$ cat config.mk
export PLATFORM = sky130hd
export DESIGN_NAME = gyn_wb_arbiter
export DESIGN_NICKNAME = d
export VERILOG_FILES = /design/src/rtl/gyn_wb_arbiter.sv
export SDC_FILE = /design/constraint.sdc
export NUM_CORES = 1
export LEC_CHECK = 0
export CAP_MARGIN = 5
export CORE_MARGIN = 3
export CORE_UTILIZATION = 30
export DETAILED_ROUTE_END_ITERATION = 12
export GPL_TIMING_DRIVEN = 0
export PLACE_DENSITY = 0.52
export SLEW_MARGIN = 20
export SYNTH_ARGS = -nofsm -noshare
export SYNTH_HDL_FRONTEND = slang
export SYNTH_SLANG_ARGS = --single-unit
export TNS_END_PERCENT = 20
$ cat constraint.sdc
create_clock -name CLK -period 3.4 [get_ports CLK]
set_input_delay 0.85 -clock CLK [delete_from_list [all_inputs] [get_ports CLK]]
set_output_delay 0.85 -clock CLK [all_outputs]
set_load 0.01 [all_outputs]
$ cat src/rtl/gyn_wb_arbiter.sv
// gyn_wb_arbiter
// Writeback arbiter for the per-thread register files. ALU results win by
// default; load returns wait in a small FIFO. A starvation counter forces
// one FIFO drain slot after STARVE_LIMIT consecutive ALU wins over a
// non-empty FIFO. Writes to R0, to unimplemented registers or to a
// nonexistent thread are consumed and flagged on wb_drop instead of written.
//
// Optional feature: define GYN_WB_BYPASS_EN to add a read-bypass port that
// exposes the write currently being presented to the register files.
module gyn_wb_arbiter #(
  parameter int NTHREADS     = 4,
  parameter int TID_W        = 2,
  parameter int DW           = 72,
  parameter int AW           = 4,
  parameter int NREGS        = 8,
  parameter int FIFO_DEPTH   = 4,
  parameter int STARVE_LIMIT = 8
) (
  input  logic                CLK,
  input  logic                reset,
  input  logic                alu_valid,
  input  logic [TID_W-1:0]    alu_tid,
  input  logic [AW-1:0]       alu_waddr,
  input  logic [DW-1:0]       alu_wdata,
  output logic                alu_stall,
  input  logic                mem_valid,
  input  logic [TID_W-1:0]    mem_tid,
  input  logic [AW-1:0]       mem_waddr,
  input  logic [DW-1:0]       mem_wdata,
  output logic                mem_ready,
`ifdef GYN_WB_BYPASS_EN
  input  logic [TID_W-1:0]    byp_tid,
  input  logic [AW-1:0]       byp_raddr,
  output logic                byp_hit,
  output logic [DW-1:0]       byp_data,
`endif
  output logic [NTHREADS-1:0] wb_wena,
  output logic [AW-1:0]       wb_waddr,
  output logic [DW-1:0]       wb_wdata,
  output logic                wb_drop
);

  localparam int PTR_W = $clog2(FIFO_DEPTH);
  localparam int CNT_W = PTR_W + 1;
  localparam int SC_W  = $clog2(STARVE_LIMIT + 1);

  // One-hot thread decode; all-zero means the thread id does not exist.
  function automatic logic [NTHREADS-1:0] tid_onehot(input logic [TID_W-1:0] tid);
    logic [NTHREADS-1:0] oh;
    for (int i = 0; i < NTHREADS; i++) begin
      oh[i] = (tid == TID_W'(i));
    end
    return oh;
  endfunction

  // Legal destination: never R0, never beyond the implemented registers.
  function automatic logic addr_ok(input logic [AW-1:0] waddr);
    return (waddr != {AW{1'b0}}) && (int'(waddr) < NREGS);
  endfunction

  // Load-return FIFO storage and pointers
  logic [TID_W-1:0]  fifo_tid_r   [FIFO_DEPTH];
  logic [AW-1:0]     fifo_waddr_r [FIFO_DEPTH];
  logic [DW-1:0]     fifo_wdata_r [FIFO_DEPTH];
  logic [PTR_W-1:0]  wr_ptr_r;
  logic [PTR_W-1:0]  rd_ptr_r;
  logic [CNT_W-1:0]  count_r;

  // Arbitration state and registered outputs
  logic [SC_W-1:0]     starve_cnt_r;
  logic                alu_stall_r;
  logic [NTHREADS-1:0] wb_wena_r;
  logic [AW-1:0]       wb_waddr_r;
  logic [DW-1:0]       wb_wdata_r;
  logic                wb_drop_r;

  // Combinational control
  logic                fifo_nempty_s;
  logic                mem_ready_s;
  logic                alu_accept_s;
  logic                enq_s;
  logic                deq_s;
  logic                alu_win_s;
  logic                sel_valid_s;
  logic [TID_W-1:0]    sel_tid_s;
  logic [AW-1:0]       sel_waddr_s;
  logic [DW-1:0]       sel_wdata_s;
  logic [NTHREADS-1:0] sel_oh_s;
  logic                sel_legal_s;
  logic                sel_drop_s;
  logic [SC_W-1:0]     starve_next_s;
  logic                stall_next_s;

  // Ready comes from the pre-edge count and is forced low during reset.
  assign fifo_nempty_s = (count_r != {CNT_W{1'b0}});
  assign mem_ready_s   = !reset && (count_r < CNT_W'(FIFO_DEPTH));
  assign alu_accept_s  = alu_valid && !alu_stall_r;
  assign enq_s         = mem_valid && mem_ready_s;

  // Pick the write source for this cycle: forced drain, ALU, FIFO, idle.
  always_comb begin
    sel_valid_s = 1'b0;
    sel_tid_s   = {TID_W{1'b0}};
    sel_waddr_s = {AW{1'b0}};
    sel_wdata_s = {DW{1'b0}};
    deq_s       = 1'b0;
    alu_win_s   = 1'b0;
    if (alu_stall_r) begin
      if (fifo_nempty_s) begin
        sel_valid_s = 1'b1;
        sel_tid_s   = fifo_tid_r[rd_ptr_r];
        sel_waddr_s = fifo_waddr_r[rd_ptr_r];
        sel_wdata_s = fifo_wdata_r[rd_ptr_r];
        deq_s       = 1'b1;
      end else begin
        sel_valid_s = 1'b0;
      end
    end else if (alu_accept_s) begin
      sel_valid_s = 1'b1;
      sel_tid_s   = alu_tid;
      sel_waddr_s = alu_waddr;
      sel_wdata_s = alu_wdata;
      alu_win_s   = 1'b1;
    end else if (fifo_nempty_s) begin
      sel_valid_s = 1'b1;
      sel_tid_s   = fifo_tid_r[rd_ptr_r];
      sel_waddr_s = fifo_waddr_r[rd_ptr_r];
      sel_wdata_s = fifo_wdata_r[rd_ptr_r];
      deq_s       = 1'b1;
    end else begin
      sel_valid_s = 1'b0;
    end
  end

  assign sel_oh_s    = tid_onehot(sel_tid_s);
  assign sel_legal_s = sel_valid_s && addr_ok(sel_waddr_s) && (sel_oh_s != {NTHREADS{1'b0}});
  assign sel_drop_s  = sel_valid_s && !sel_legal_s;

  // Starvation tracking: the LIMIT-th ALU win over a waiting load stalls the ALU next cycle.
  always_comb begin
    starve_next_s = starve_cnt_r;
    stall_next_s  = 1'b0;
    if (!fifo_nempty_s || deq_s) begin
      starve_next_s = {SC_W{1'b0}};
    end else if (alu_win_s) begin
      if (starve_cnt_r == SC_W'(STARVE_LIMIT - 1)) begin
        starve_next_s = {SC_W{1'b0}};
        stall_next_s  = 1'b1;
      end else begin
        starve_next_s = starve_cnt_r + SC_W'(1);
      end
    end else begin
      starve_next_s = starve_cnt_r;
    end
  end

  // Store accepted load returns; enq_s is already blocked during reset.
  always_ff @(posedge CLK) begin
    if (enq_s) begin
      fifo_tid_r[wr_ptr_r]   <= mem_tid;
      fifo_waddr_r[wr_ptr_r] <= mem_waddr;
      fifo_wdata_r[wr_ptr_r] <= mem_wdata;
    end
  end

  // FIFO pointers and occupancy; pointers wrap naturally at the power-of-2 depth.
  always_ff @(posedge CLK) begin
    if (reset) begin
      wr_ptr_r <= {PTR_W{1'b0}};
      rd_ptr_r <= {PTR_W{1'b0}};
      count_r  <= {CNT_W{1'b0}};
    end else begin
      if (enq_s) begin
        wr_ptr_r <= wr_ptr_r + PTR_W'(1);
      end
      if (deq_s) begin
        rd_ptr_r <= rd_ptr_r + PTR_W'(1);
      end
      case ({enq_s, deq_s})
        2'b10:   count_r <= count_r + CNT_W'(1);
        2'b01:   count_r <= count_r - CNT_W'(1);
        default: count_r <= count_r;
      endcase
    end
  end

  // Starvation counter and the one-cycle ALU stall.
  always_ff @(posedge CLK) begin
    if (reset) begin
      starve_cnt_r <= {SC_W{1'b0}};
      alu_stall_r  <= 1'b0;
    end else begin
      starve_cnt_r <= starve_next_s;
      alu_stall_r  <= stall_next_s;
    end
  end

  // Registered writeback; address/data hold across idle and dropped cycles.
  always_ff @(posedge CLK) begin
    if (reset) begin
      wb_wena_r  <= {NTHREADS{1'b0}};
      wb_waddr_r <= {AW{1'b0}};
      wb_wdata_r <= {DW{1'b0}};
      wb_drop_r  <= 1'b0;
    end else begin
      wb_drop_r <= sel_drop_s;
      if (sel_legal_s) begin
        wb_wena_r  <= sel_oh_s;
        wb_waddr_r <= sel_waddr_s;
        wb_wdata_r <= sel_wdata_s;
      end else begin
        wb_wena_r  <= {NTHREADS{1'b0}};
      end
    end
  end

  assign alu_stall = alu_stall_r;
  assign mem_ready = mem_ready_s;
  assign wb_wena   = wb_wena_r;
  assign wb_waddr  = wb_waddr_r;
  assign wb_wdata  = wb_wdata_r;
  assign wb_drop   = wb_drop_r;

`ifdef GYN_WB_BYPASS_EN
  // Forward the write being presented this cycle, before the regfile holds it.
  logic byp_hit_s;
  assign byp_hit_s = ((tid_onehot(byp_tid) & wb_wena_r) != {NTHREADS{1'b0}}) &&
                     (wb_waddr_r == byp_raddr);
  assign byp_hit   = byp_hit_s;
  assign byp_data  = byp_hit_s ? wb_wdata_r : {DW{1'b0}};
`endif

endmodule

==> results.yml <==
pwr:
  ir_drop_uv: 284.2
  p_leak_nw: 6.470
  fin_total_pwr_w: 0.01475
  power.density_nw_per_um2: 716.4
timing:
  timing.final.ws_setup_ps: 98.59
  rsz0062_at_grt: "false"
  fmax_mhz: 302.9
  setup_violations: 0
  fin_crit_sh_pct: 97.10
  report.final.slew_viol_count: 0
  min_period_ps: 3301
  slew_headroom_pct: 31.35
  worstMarginPinSlew_ps: 1030
  finalClockSkew_ps: 13.11
  finalHoldViolCount: 0
  fin_setup_tns_ps: 0
placement:
  hpwl_mm: 29.02
  portBuffers: 241
  place.gp.congestion: 0.7323
  post_dp_cell_area_um2: 19090
  pre_cts_ws_ps: -1313
final_layout:
  final.fill_count: 4670
  area_growth_pct: 31.93
  layout_commonest_cell: "edfxtp_1"
  nNetsFinal: 1319
  final_core_util_pct: 40.53
  drive_gt1_share_pct: 20.12
  final_area_um2: 20580
  layout.cells.most_common_list: "edfxtp_1, clkdlybuf4s50_1, dfxtp_1"
logic_synthesis:
  syn_area_um2: 15600
  synth_edf_count: 312
  syn_inst: 854
  syn_nets: 1021
  synth_sequential_area_ratio_pct: 72.24
  syn_area_per_cell_um2: 18.27
  synth_seq_cells: 407
  yosys_warnings: 0
  synthFlopType: "edfxtp_1"
  synth_cell_types: 37
  async_flop_share_pct: 0
route:
  finalWirelength_mm: 42.62
  drtAntennaViolNets: 0
  dr.pass1.iters: 5
  vias_per_cell: 4.900
  vias: 9124
  drc: 0
  wl_per_cell_um: 22.89
  drtIter0Drc: 605
clock_tree:
  cts.path.max_buffers: 3
  cts_max_level: 2
  numCtsBuffers: 46
  worstSkewPairLatency_ps: 560
  cts_sinks: 407
  cts_tree: "yes"
  clkSlewWorstSetupHoldPaths_ps: 50
  cts_setup_buffers: 0
  root_buffer: "clkbuf_16"
floorplanning:
  die_y_um: 234.1
  die_x_um: 234.1
  row_count: 82
  dieArea_um2: 54780
  pin_count: 243
  core_area_um2: 50790
  start_util_pct: 30.72
global_routing:
  grt_pass1_vias: 9651
  grt_pass1_wl_mm: 62.37
  grt_max_degree: 38
  grt_usage_pct: 15.49
  antenna_found_initial: 5
  gr-total-overflow: 0
worst_setup_path:
  required_ps: 2550
  cp.arrival_ps: 2450
  worstSetupPathType: "input port to primary output"
  endpoint: "mem_ready"
  crit_start: "reset"
  critPathCaptureType: "primary output"
  cp_max_fo: 10
  crit-reg2reg-capture: "wb_wdata[28]"
  worstRegToRegCells: 6
  r2r_slack_ps: 410
  startpoint_type: "input port"
run:
  maxCapViolCount: 0
status:
  run_status: "finished clean"
min_path:
  hp-class: "flip-flop to flip-flop"
==> per-layer routing <==
layer	vias up	track usage, %	part of all wire [%]
met5	-	0	0.092
met1	4672	19.72	41
met4	6	5.088	2.5
met3	68	3.256	5.7
li1	4133	-	-
met2	245	26.40	50
==> synth_stat cells, types with 2 or more instances <==
master    number  area [um2]
a211oi_1      36       270.3
a211oi_2      39       488.0
a21oi_1        4       20.02
a22o_1         2       17.52
a22oi_1       76       570.6
and3_1         4       25.02
buf_2         19       95.09
buf_4          5       37.54
buf_6          6       67.56
clkbuf_1      39       146.4
dfxtp_1       95        1902
edfxtp_1     312        9369
ha_1           6       75.07
inv_1          7       26.28
mux4_2        78        1757
nand2_1        4       15.01
nor2_1        16       60.06
nor3_1        70       350.3
nor3_2         9       90.09
nor4_1         4       25.02
or3_1          3       18.77
xnor2_1        3       26.28
xor2_1         3       26.28
==> worst min-delay path by stage <==
stage	depth (start not counted)	endpoint	slack (ps)	startpoint
floorplan	1	starve_cnt_r[0]	430	starve_cnt_r[0]
global placement	1	starve_cnt_r[0]	440	starve_cnt_r[0]
detailed placement	1	starve_cnt_r[0]	450	starve_cnt_r[0]
CTS	1	starve_cnt_r[0]	460	starve_cnt_r[0]
global route	1	starve_cnt_r[0]	480	starve_cnt_r[0]
finish	1	starve_cnt_r[0]	460	starve_cnt_r[0]
==> flip-flops by register name, indices dropped and copies added, names as in the netlist, named ones only <==
name          cells
count_r           3
starve_cnt_r      4
wb_waddr          4
fifo_wdata_r    288
wb_wena           4
wr_ptr_r          2
rd_ptr_r          2
wb_wdata         72
wb_drop           1
fifo_waddr_r     16
alu_stall         1
fifo_tid_r        8
==> logic make-up after synthesis <==
group | count (synthesis) | share of synthesized area [%]
flops | 407 | 72.24
compound gates | 161 | 9.006
simple gates | 119 | 4.162
mux | 78 | 11.26
buf+inv | 76 | 2.390
fa+ha+maj | 7 | 0.6095
xor+xnor | 6 | 0.3369
==> what timing repair did <==
action,4_1_cts,5_1_grt
resized for setup,4,0
setup endpoints to repair,45,0
hold buffers,0,0
==> power by group <==
group          total [W]  internal (W)  switching (W)
registers        0.00608       0.00586       0.000226
logic            0.00384       0.00186        0.00197
clock network    0.00483       0.00292        0.00191
total             0.0147        0.0106        0.00411
==> worst max-delay path, stage by stage <==
cell and delay, ps:
clkbuf_1 700, nor2_1 290, clkdlybuf4s50_1 600
==> final cells by class <==
class / instances / area [um2] / area share [%]
flip-flops and latches: 407 / 11270 / 54.75
multi-input cells: 371 / 3986 / 19.37
repair buffers: 250 / 2621 / 12.73
clock buffers: 72 / 1330 / 6.461
well taps: 672 / 840.8 / 4.085
plain buffers: 69 / 351.6 / 1.708
clock inverters: 12 / 152.6 / 0.7416
inverters: 7 / 26.28 / 0.1276
diodes: 2 / 5.005 / 0.02431
==> stage by stage <==
stage	hold WS, ps	std cells
after global placement	443.1	1767
after CTS	459.0	1860
after detailed placement	452.2	1776
after global routing	483.7	1862
after floorplan	428.2	854
final	461.2	1862
Power figures use the tool's default switching activity.
